`src/rtl/vec_mac_sched_if.sv`:
```
// rtl/vec_mac_sched_if.sv - requester, response and engine signal bundle for vec_mac_sched
interface vec_mac_sched_if #(
  parameter int N_REQ = 4,
  parameter int C     = 8,
  parameter int W_X   = 8,
  parameter int W_K   = 8
);
  logic [N_REQ-1:0]                 req_valid;
  logic [N_REQ-1:0]                 req_ready;
  logic [N_REQ-1:0][C-1:0][W_K-1:0] req_k;
  logic [N_REQ-1:0][C-1:0][W_X-1:0] req_x;
  logic [N_REQ-1:0]                 rsp_valid;
  logic [N_REQ-1:0]                 rsp_ready;
  logic [W_X-1:0]                   rsp_y;
  logic                             rsp_err;
  logic                             mac_enable;
  logic [C-1:0][W_K-1:0]            mac_k;
  logic [C-1:0][W_X-1:0]            mac_x;
  logic [W_X-1:0]                   mac_y;
  logic                             mac_valid;
  logic                             busy;

  // slave: the scheduler; master: requesters plus the MAC engine
  modport slave (
    input  req_valid, req_k, req_x, rsp_ready, mac_y, mac_valid,
    output req_ready, rsp_valid, rsp_y, rsp_err, mac_enable, mac_k, mac_x, busy
  );
  modport master (
    output req_valid, req_k, req_x, rsp_ready, mac_y, mac_valid,
    input  req_ready, rsp_valid, rsp_y, rsp_err, mac_enable, mac_k, mac_x, busy
  );
endinterface

```
`src/rtl/vec_mac_sched.sv`:
```
// rtl/vec_mac_sched.sv - round-robin scheduler sharing one vector MAC engine among requesters
module vec_mac_sched #(
  parameter int N_REQ   = 4,
  parameter int C       = 8,
  parameter int W_X     = 8,
  parameter int W_K     = 8,
  parameter int TIMEOUT = 64
) (
  input  logic         clk,
  input  logic         rstn,
  vec_mac_sched_if.slave bus
);
  localparam int PW = (N_REQ > 1) ? $clog2(N_REQ) : 1;
  localparam int CW = (TIMEOUT > 1) ? $clog2(TIMEOUT) : 1;

  localparam logic [1:0] S_IDLE  = 2'd0;
  localparam logic [1:0] S_RUN   = 2'd1;
  localparam logic [1:0] S_RESP  = 2'd2;
  localparam logic [1:0] S_DRAIN = 2'd3;

  logic [1:0]            r_state;
  logic [PW-1:0]         r_prio;
  logic [PW-1:0]         r_owner;
  logic [CW-1:0]         r_cnt;
  logic [W_X-1:0]        r_y;
  logic                  r_err;
  logic [C-1:0][W_K-1:0] r_k;
  logic [C-1:0][W_X-1:0] r_x;

  logic                  w_found;
  logic [PW-1:0]         w_grant;
  logic [PW-1:0]         w_idx;
  int                    w_t;

  // first valid requester at or after r_prio, wrapping past N_REQ-1
  always_comb begin
    w_found = 1'b0;
    w_grant = '0;
    w_idx   = '0;
    w_t     = 0;
    for (int i = 0; i < N_REQ; i++) begin
      w_t = int'(r_prio) + i;
      if (w_t >= N_REQ) w_t = w_t - N_REQ;
      w_idx = PW'(w_t);
      if (!w_found && bus.req_valid[w_idx]) begin
        w_found = 1'b1;
        w_grant = w_idx;
      end
    end
  end

  always_comb begin
    bus.req_ready = '0;
    if (r_state == S_IDLE && w_found) bus.req_ready[w_grant] = 1'b1;
  end

  always_comb begin
    bus.rsp_valid = '0;
    if (r_state == S_RESP) bus.rsp_valid[r_owner] = 1'b1;
  end

  assign bus.mac_enable = (r_state == S_RUN);
  assign bus.busy       = (r_state != S_IDLE);
  assign bus.rsp_y      = r_y;
  assign bus.rsp_err    = r_err;
  assign bus.mac_k      = r_k;
  assign bus.mac_x      = r_x;

  always_ff @(posedge clk) begin
    if (!rstn) begin
      r_state <= S_IDLE;
      r_prio  <= '0;
      r_owner <= '0;
      r_cnt   <= '0;
      r_y     <= '0;
      r_err   <= 1'b0;
      r_k     <= '0;
      r_x     <= '0;
    end else begin
      case (r_state)
        S_IDLE: begin
          if (w_found) begin
            r_k     <= bus.req_k[w_grant];
            r_x     <= bus.req_x[w_grant];
            r_owner <= w_grant;
            r_prio  <= (w_grant == PW'(N_REQ - 1)) ? '0 : w_grant + 1'b1;
            r_cnt   <= '0;
            r_state <= S_RUN;
          end
        end
        S_RUN: begin
          // an engine result on the last watchdog cycle still counts as success
          if (bus.mac_valid) begin
            r_y     <= bus.mac_y;
            r_err   <= 1'b0;
            r_state <= S_RESP;
          end else if (r_cnt == CW'(TIMEOUT - 1)) begin
            r_y     <= '0;
            r_err   <= 1'b1;
            r_state <= S_RESP;
          end else begin
            r_cnt <= r_cnt + 1'b1;
          end
        end
        S_RESP: begin
          if (bus.rsp_ready[r_owner]) r_state <= S_DRAIN;
        end
        default: r_state <= S_IDLE;
      endcase
    end
  end
endmodule

```
`src/flat_wrapper.sv`:
```
// flat-port wrapper written by rule: the top's interface ports become plain ports
module vec_mac_sched_flat 
#(
  parameter int N_REQ   = 4,
  parameter int C       = 8,
  parameter int W_X     = 8,
  parameter int W_K     = 8,
  parameter int TIMEOUT = 64
)
  (clk, rstn, bus_req_valid, bus_req_k, bus_req_x, bus_rsp_ready, bus_mac_y, bus_mac_valid, bus_req_ready, bus_rsp_valid, bus_rsp_y, bus_rsp_err, bus_mac_enable, bus_mac_k, bus_mac_x, bus_busy);
  vec_mac_sched_if #(.N_REQ(N_REQ), .C(C), .W_X(W_X), .W_K(W_K)) bus_i ();
  input  logic clk;
  input  logic rstn;
  input wire logic [$bits(bus_i.req_valid)-1:0] bus_req_valid;
  input wire logic [$bits(bus_i.req_k)-1:0] bus_req_k;
  input wire logic [$bits(bus_i.req_x)-1:0] bus_req_x;
  input wire logic [$bits(bus_i.rsp_ready)-1:0] bus_rsp_ready;
  input wire logic [$bits(bus_i.mac_y)-1:0] bus_mac_y;
  input wire logic [$bits(bus_i.mac_valid)-1:0] bus_mac_valid;
  output wire logic [$bits(bus_i.req_ready)-1:0] bus_req_ready;
  output wire logic [$bits(bus_i.rsp_valid)-1:0] bus_rsp_valid;
  output wire logic [$bits(bus_i.rsp_y)-1:0] bus_rsp_y;
  output wire logic [$bits(bus_i.rsp_err)-1:0] bus_rsp_err;
  output wire logic [$bits(bus_i.mac_enable)-1:0] bus_mac_enable;
  output wire logic [$bits(bus_i.mac_k)-1:0] bus_mac_k;
  output wire logic [$bits(bus_i.mac_x)-1:0] bus_mac_x;
  output wire logic [$bits(bus_i.busy)-1:0] bus_busy;
  assign bus_i.req_valid = bus_req_valid;
  assign bus_i.req_k = bus_req_k;
  assign bus_i.req_x = bus_req_x;
  assign bus_i.rsp_ready = bus_rsp_ready;
  assign bus_i.mac_y = bus_mac_y;
  assign bus_i.mac_valid = bus_mac_valid;
  assign bus_req_ready = bus_i.req_ready;
  assign bus_rsp_valid = bus_i.rsp_valid;
  assign bus_rsp_y = bus_i.rsp_y;
  assign bus_rsp_err = bus_i.rsp_err;
  assign bus_mac_enable = bus_i.mac_enable;
  assign bus_mac_k = bus_i.mac_k;
  assign bus_mac_x = bus_i.mac_x;
  assign bus_busy = bus_i.busy;
  vec_mac_sched #(.N_REQ(N_REQ), .C(C), .W_X(W_X), .W_K(W_K), .TIMEOUT(TIMEOUT)) u_core (.clk(clk), .rstn(rstn), .bus(bus_i));
endmodule
```
`config.mk`:
```
export PLATFORM = sky130hd
export DESIGN_NAME = vec_mac_sched_flat
export DESIGN_NICKNAME = d
export VERILOG_FILES = /design/src/rtl/vec_mac_sched_if.sv /design/src/rtl/vec_mac_sched.sv /design/src/flat_wrapper.sv
export SDC_FILE = /design/constraint.sdc
export NUM_CORES = 1
export LEC_CHECK = 0
export CORE_AREA = 2 2 266 268
export CTS_BUF_LIST = sky130_fd_sc_hd__clkbuf_4 sky130_fd_sc_hd__clkbuf_8 sky130_fd_sc_hd__clkbuf_16
export CTS_CLUSTER_DIAMETER = 200
export CTS_CLUSTER_SIZE = 25
export DETAILED_ROUTE_END_ITERATION = 10
export DIE_AREA = 0 0 268 270
export PLACE_DENSITY = 0.39
export SLEW_MARGIN = 20
export SYNTH_ARGS = -nofsm -noshare
export SYNTH_HDL_FRONTEND = slang
export SYNTH_SLANG_ARGS = --single-unit
```
`constraint.sdc`:
```
create_clock -name clk -period 2.9 [get_ports clk]
set_clock_uncertainty 0.15 [all_clocks]
set_input_delay 0.58 -clock clk [delete_from_list [all_inputs] [get_ports clk]]
set_output_delay 0.58 -clock clk [all_outputs]
set_load 0.03 [all_outputs]
```
Word-level counts from Yosys, hierarchy flattened
Cells that the tools add are included.
{ "classes": {"n_reduce_logical": 17, "add_sub_neg": 9, "n_eq_ne": 9, "mux": 46, "n_lt_le_gt_ge": 12} }
{ "op_table": {"columns": ["operator", "n"], "rows": [
  ["$bmux W64 S2", 2],
  ["$mux W64", 2],
  ["$mux W2", 13],
  ["$lt A2 B3 Y1 const B", 6],
  ["$mux W6", 3],
  ["$mux W8", 2],
  ["$mux W1", 13],
  ["$pmux W6 S2", 1],
  ["$bmux W1 S2", 5],
  ["$ge A3 B3 Y1 const B", 3],
  ["$mux W4", 2],
  ["$sub A2 B1 Y2 const B", 4],
  ["$add A2 B2 Y3 const B", 2],
  ["$add A6 B1 Y6 const B", 1],
  ["$eq A6 B6 Y1 const B", 1],
  ["$logic_and A1 B1 Y1", 6],
  ["$ne A2 B2 Y1 const B", 3],
  ["$pmux W2 S3", 1],
  ["$reduce_bool A2 Y1", 3],
  ["$demux W1 S2", 2],
  ["$eq A2 B2 Y1 const B", 2],
  ["$ge A2 B1 Y1 const B", 2],
  ["$reduce_and A2 Y1", 2],
  ["$reduce_and A4 Y1", 1],
  ["9 further kinds", 11]
]} }
{ "word_totals": {"ff_bits": 149, "out_inout_bits": 147, "inputBits": 531, "wordCells": 115} }

Longest topological paths before layout
{ "logic_depth": {"word_depth": 19, "ltp_mapped": 9, "mapped_depth_nobuf": 7} }

Least setup slack after synthesis
Ideal clock, no wire load.
{ "synth_path": {"path_kind": "register to output", "startpoint": "register u_core.r_state[0]", "endpoint": "output bus_req_ready[2]", "arrival_time_ns": 1.986, "stages_incl_launch_ff": 10, "required_ns": 2.170, "path_slack_ns": 0.184, "n_path_buf": 3, "cell_sequence": "dfxtp_1 inv_1 ha_1 buf_2 inv_1 nor2_2 buf_2 buf_2 nand2_1 nor2_1"} }
{ "synth_between": {"elab_chain_cells": 3} }
{ "synth_rtl": {"columns": ["item", "line_no", "source"], "rows": [
  ["start: declaration", "vec_mac_sched.sv:21", "logic [1:0] r_state;"],
  ["start signal: assignment", "vec_mac_sched.sv:71", "r_state <= S_IDLE;"],
  ["start signal: assignment", "vec_mac_sched.sv:88", "r_state <= S_RUN;"],
  ["start signal: assignment", "vec_mac_sched.sv:96", "r_state <= S_RESP;"],
  ["$logic_not A2 Y1", "vec_mac_sched.sv:54", "if (r_state == S_IDLE && w_found) bus.req_ready[w_grant] = 1'b1;"],
  ["$logic_and A1 B1 Y1", "vec_mac_sched.sv:54", null],
  ["$mux W4", "vec_mac_sched.sv:54", null],
  ["end: declaration", "flat_wrapper.sv:20", "output wire logic [$bits(bus_i.req_ready)-1:0] bus_req_ready;"]
]} }
No other way between the ends.

Final worst setup path
{ "layout_path": {"startpoint": "register u_core.r_prio[0]", "endpoint": "output bus_req_ready[1]"} }
{ "layout_between": {"elab_chain_cells": 19, "elab_cells_between_ends": 44, "cone_classes": "7 x add/sub; 6 x order compare; 23 x mux; 8 x reduce/logical"} }
{ "layout_rtl": {"columns": ["item", "line_no", "source"], "rows": [
  ["start: declaration", "vec_mac_sched.sv:22", "logic [PW-1:0] r_prio;"],
  ["start signal: assignment", "vec_mac_sched.sv:86", "r_prio <= (w_grant == PW'(N_REQ - 1)) ? '0 : w_grant + 1'b1;"],
  ["parallel branches: the longest is 18 deep, another holds $add A2 B1 Y3", null, null],
  ["$mux W4 (*)", "vec_mac_sched.sv:54", null]
]} }
Every way passes the cells marked *. The select of a mux whose other input is x is not followed.

==> results.sh <==
export IMPL_status="finished, final reports clean"
export IMPL_final_core_util_pct=23.2
export IMPL_async_reset_ff_share_pct=0
export IMPL_dr_total_vias=10400
export IMPL_rows=97
export IMPL_antenna_found_initial=12
export IMPL_ys_types=39
export IMPL_path_cells="nand2b_2, o21ai_0, a221oi_2, buf_4, nand2_1, nor2_1, buf_4"
export IMPL_crit_top_cell="buf_4"
export IMPL_cp_data_required_time_ns=2.17
export IMPL_drc=0
export IMPL_peakVddDrop_v=0.000529
export IMPL_yosys_register_bits=149
export IMPL_max_stage_delay_ns=0.41
export IMPL_rsz0062_at_grt="false"
export IMPL_synth_nets=1421
export IMPL_fin_nets=2073
export IMPL_synth_top_flop_cell="dfxtp_1"
export IMPL_hold_end="u_core.bus.mac_k[48]$_SDFFE_PN0P_"
export IMPL_final_area_mm2=0.0161
export IMPL_slowest_stage="dfxtp_2"
export IMPL_drt_iter0_drc=929
export IMPL_worstHoldStart="rstn"
export IMPL_grt_total_usage_pct=13.5
export IMPL_worstSetupPathType="reg -> out"
export IMPL_firstDrtPassIters=10
export IMPL_finalPower_w=0.0147
export IMPL_clockBufferDepth=2
export IMPL_yosys_top_cells_count="149 x dfxtp_1, 137 x nand2_1, 136 x o21ai_0"
export IMPL_syn_area_mm2=0.00735
export IMPL_yosysMostFrequentCell="dfxtp_1"
export IMPL_endpoint_kind="primary output"
export IMPL_grt_overflow=0
export IMPL_p_leak_nw=5.54
export IMPL_synthToLayoutAreaGrowth_pct=120
export IMPL_core_area_mm2=0.0695
export IMPL_worstHoldPathType="in -> reg"
export IMPL_clock_fmax_ghz=0.363
export IMPL_hold_viol=0
export IMPL_reg2regPathDepth=7
export IMPL_initial_core_util_pct=10.6
export IMPL_drt_total_wl_um=50900
export IMPL_cts_root_buf="clkbuf_16"
export IMPL_ys_top_cells_by_area="dfxtp_1 41%, a222oi_1 17%, a31oi_1 11%"
export IMPL_synth_top_cell_by_area="dfxtp_1"
export IMPL_hold_slack_ns=0.285
export IMPL_r2r_end="u_core.bus.mac_x[45]$_SDFFE_PN0P_"
export IMPL_die_area_mm2=0.0724
export IMPL_hpwl_um=39800
export IMPL_insertion_delay_ns=0.48
export IMPL_dp_slack_ns=-0.183
export IMPL_startpoint_type="flip-flop"
export IMPL_whs_path_depth=3
export IMPL_path_delay_family="compound AO/OA/AOI/OAI gates"
export IMPL_synth_cells=885
export IMPL_grt_pass1_vias=10500
export IMPL_drive_gt1_share_pct=7.29
export IMPL_gp_congestion=0.789
export IMPL_power_density_mw_per_mm2=914
export IMPL_period_minus_slack_ns=2.75
export IMPL_maxCapViolCount=0
export IMPL_synth_top_cell_area_share_pct=40.6
export IMPL_ys_warn_count=0
export IMPL_grt_first_pass_wirelength_um=71000
export IMPL_finalSetupViolations=0
export IMPL_cts_sinks=149
export IMPL_wl_per_cell_um=20.4
export IMPL_ios=678
export IMPL_syn_avg_cell_area_um2=8.30
export IMPL_worst_pin_slew_ns=0.756
export IMPL_cp_buffers_inverters=2
export IMPL_clk_pin_slew_ns=0.08
export IMPL_ff2ff_setup_slack_ns=0.48
export IMPL_viasPerCell=4.16
export IMPL_cts_htree_levels=4
export IMPL_cp_max_fo=7
export IMPL_hold_buffers=0
export IMPL_r2r_start="u_core.r_prio[0]$_SDFFE_PN0P_"
export IMPL_die_h_um=270
export IMPL_worstPathArrival_ns=2.02
export IMPL_cts_tree="done"
export IMPL_drv_slew=0
export IMPL_max_slew_margin_rel_pct=49.6
export IMPL_period_share_pct=94.9
export IMPL_portBuffers=677
export IMPL_grt_max_degree=111
export IMPL_die_x_um=268
export IMPL_synth_edf_count=0
export IMPL_placed_cell_area_mm2=0.0155
export IMPL_ant_nets=0
export IMPL_worst_slack_ns=0.148
export IMPL_numCtsBuffers=17
export IMPL_ys_seq_area_share_pct=40.6
power breakdown:
part	internal (W)	switching (W)	total, W
registers	0.00299	0.000514	0.00351
logic	0.00372	0.00522	0.00894
clock network	0.00121	0.00109	0.00230
total	0.00793	0.00682	0.0147
per-layer routing:
layer | routed length, um | GRT usage (%) | up-vias
li1 | - | - | 4862
met1 | 19900 | 15.0 | 4934
met2 | 25300 | 23.6 | 522
met3 | 4520 | 4.81 | 53
met5 | 26 | 0 | -
met4 | 1130 | 4.45 | 4
registers in the layout, summed over array words and instances (netlist names):
signal / count
u_core.r_owner: 2
u_core.bus.rsp_err: 1
u_core.r_state: 2
u_core.r_cnt: 6
u_core.bus.rsp_y: 8
u_core.r_prio: 2
u_core.bus.mac_x: 64
u_core.bus.mac_k: 64
cell families (layout without fill, tap and decap cells):
| family | after synthesis | count (layout) | synth area share (%) |
|---|---|---|---|
| compound gates | 425 | 425 | 40.8 |
| simple gates | 184 | 184 | 10.2 |
| flops | 149 | 149 | 40.6 |
| buf+inv | 115 | 780 | 6.56 |
| fa+ha+maj | 5 | 5 | 0.852 |
| xor+xnor | 4 | 4 | 0.477 |
| mux | 3 | 3 | 0.443 |
| other cells | 0 | 4 | 0 |
per-stage QoR:
stage | TNS (ns) | instances
6_report | 0 | 2494
5_1_grt | 0 | 2494
4_1_cts | 0 | 2490
3_5_place_dp | -2.47 | 2456
3_3_place_gp | -1.02 | 2456
2_1_floorplan | 0 | 885
layout by cell type (no fill, tap or decap), types with 2 or more instances in the layout:
master / synthesis / routed
o21ai_0: 136 / 136
clkdlybuf4s50_1: 0 / 665
nand2_1: 137 / 137
a22oi_1: 8 / 8
inv_6: 0 / 4
clkbuf_16: 0 / 17
xor2_1: 3 / 3
nor2b_1: 2 / 2
buf_4: 1 / 52
diode_2: 0 / 4
nor2_1: 23 / 21
buf_12: 0 / 14
nand2b_1: 5 / 5
a211oi_1: 3 / 3
a31oi_1: 132 / 131
clkinvlp_4: 0 / 4
a21oi_1: 9 / 9
ha_1: 5 / 5
mux2_2: 2 / 2
and3_1: 2 / 2
dfxtp_2: 0 / 2
nand3_1: 7 / 7
inv_1: 10 / 10
dlymetal6s2s_1: 0 / 4
dfxtp_1: 149 / 147
dlygate4sd2_1: 0 / 3
and2_1: 2 / 2
clkinv_4: 0 / 2
nor2_4: 0 / 2
inv_8: 0 / 2
o221a_4: 0 / 2
a222oi_1: 128 / 128
worst max path at each step:
stage,from,endpoint,cells after the start
floorplan,u_core.r_state[0]$_SDFFE_PN0P_,bus_req_ready[2],9
global placement,bus_req_valid[0],u_core.bus.mac_x[45]$_SDFFE_PN0P_,8
detailed placement,bus_req_valid[0],u_core.bus.mac_x[45]$_SDFFE_PN0P_,8
CTS,bus_req_valid[0],bus_req_ready[3],6
global route,u_core.r_prio[0]$_SDFFE_PN0P_,bus_req_ready[1],7
finish,u_core.r_prio[0]$_SDFFE_PN0P_,bus_req_ready[1],7
timing repair:
item / in CTS / in global routing
hold endpoints to repair: 0 / 0
pin swaps: 2 / 0
endpoints found under the setup margin: 3 / 6
resized for setup: 8 / 4
setup buffers: 2 / 0
worst min-delay path: cells and delay by family:
family	cells	cell delay, ns
compound gates	2	0.12
buf+inv	1	0.16
cell type report:
class                           count  area [um2]
Sequential cell                   149        2990
Antenna cell                        4        10.0
Multi-Input combinational cell    621        3940
Fill cell                        7595       53400
Clock buffer                       18         433
Clock inverter                     14         140
Inverter                           10        37.5
Tap cell                          940        1180
Timing Repair Buffer              738        7400
Power figures use the tool's default switching activity.
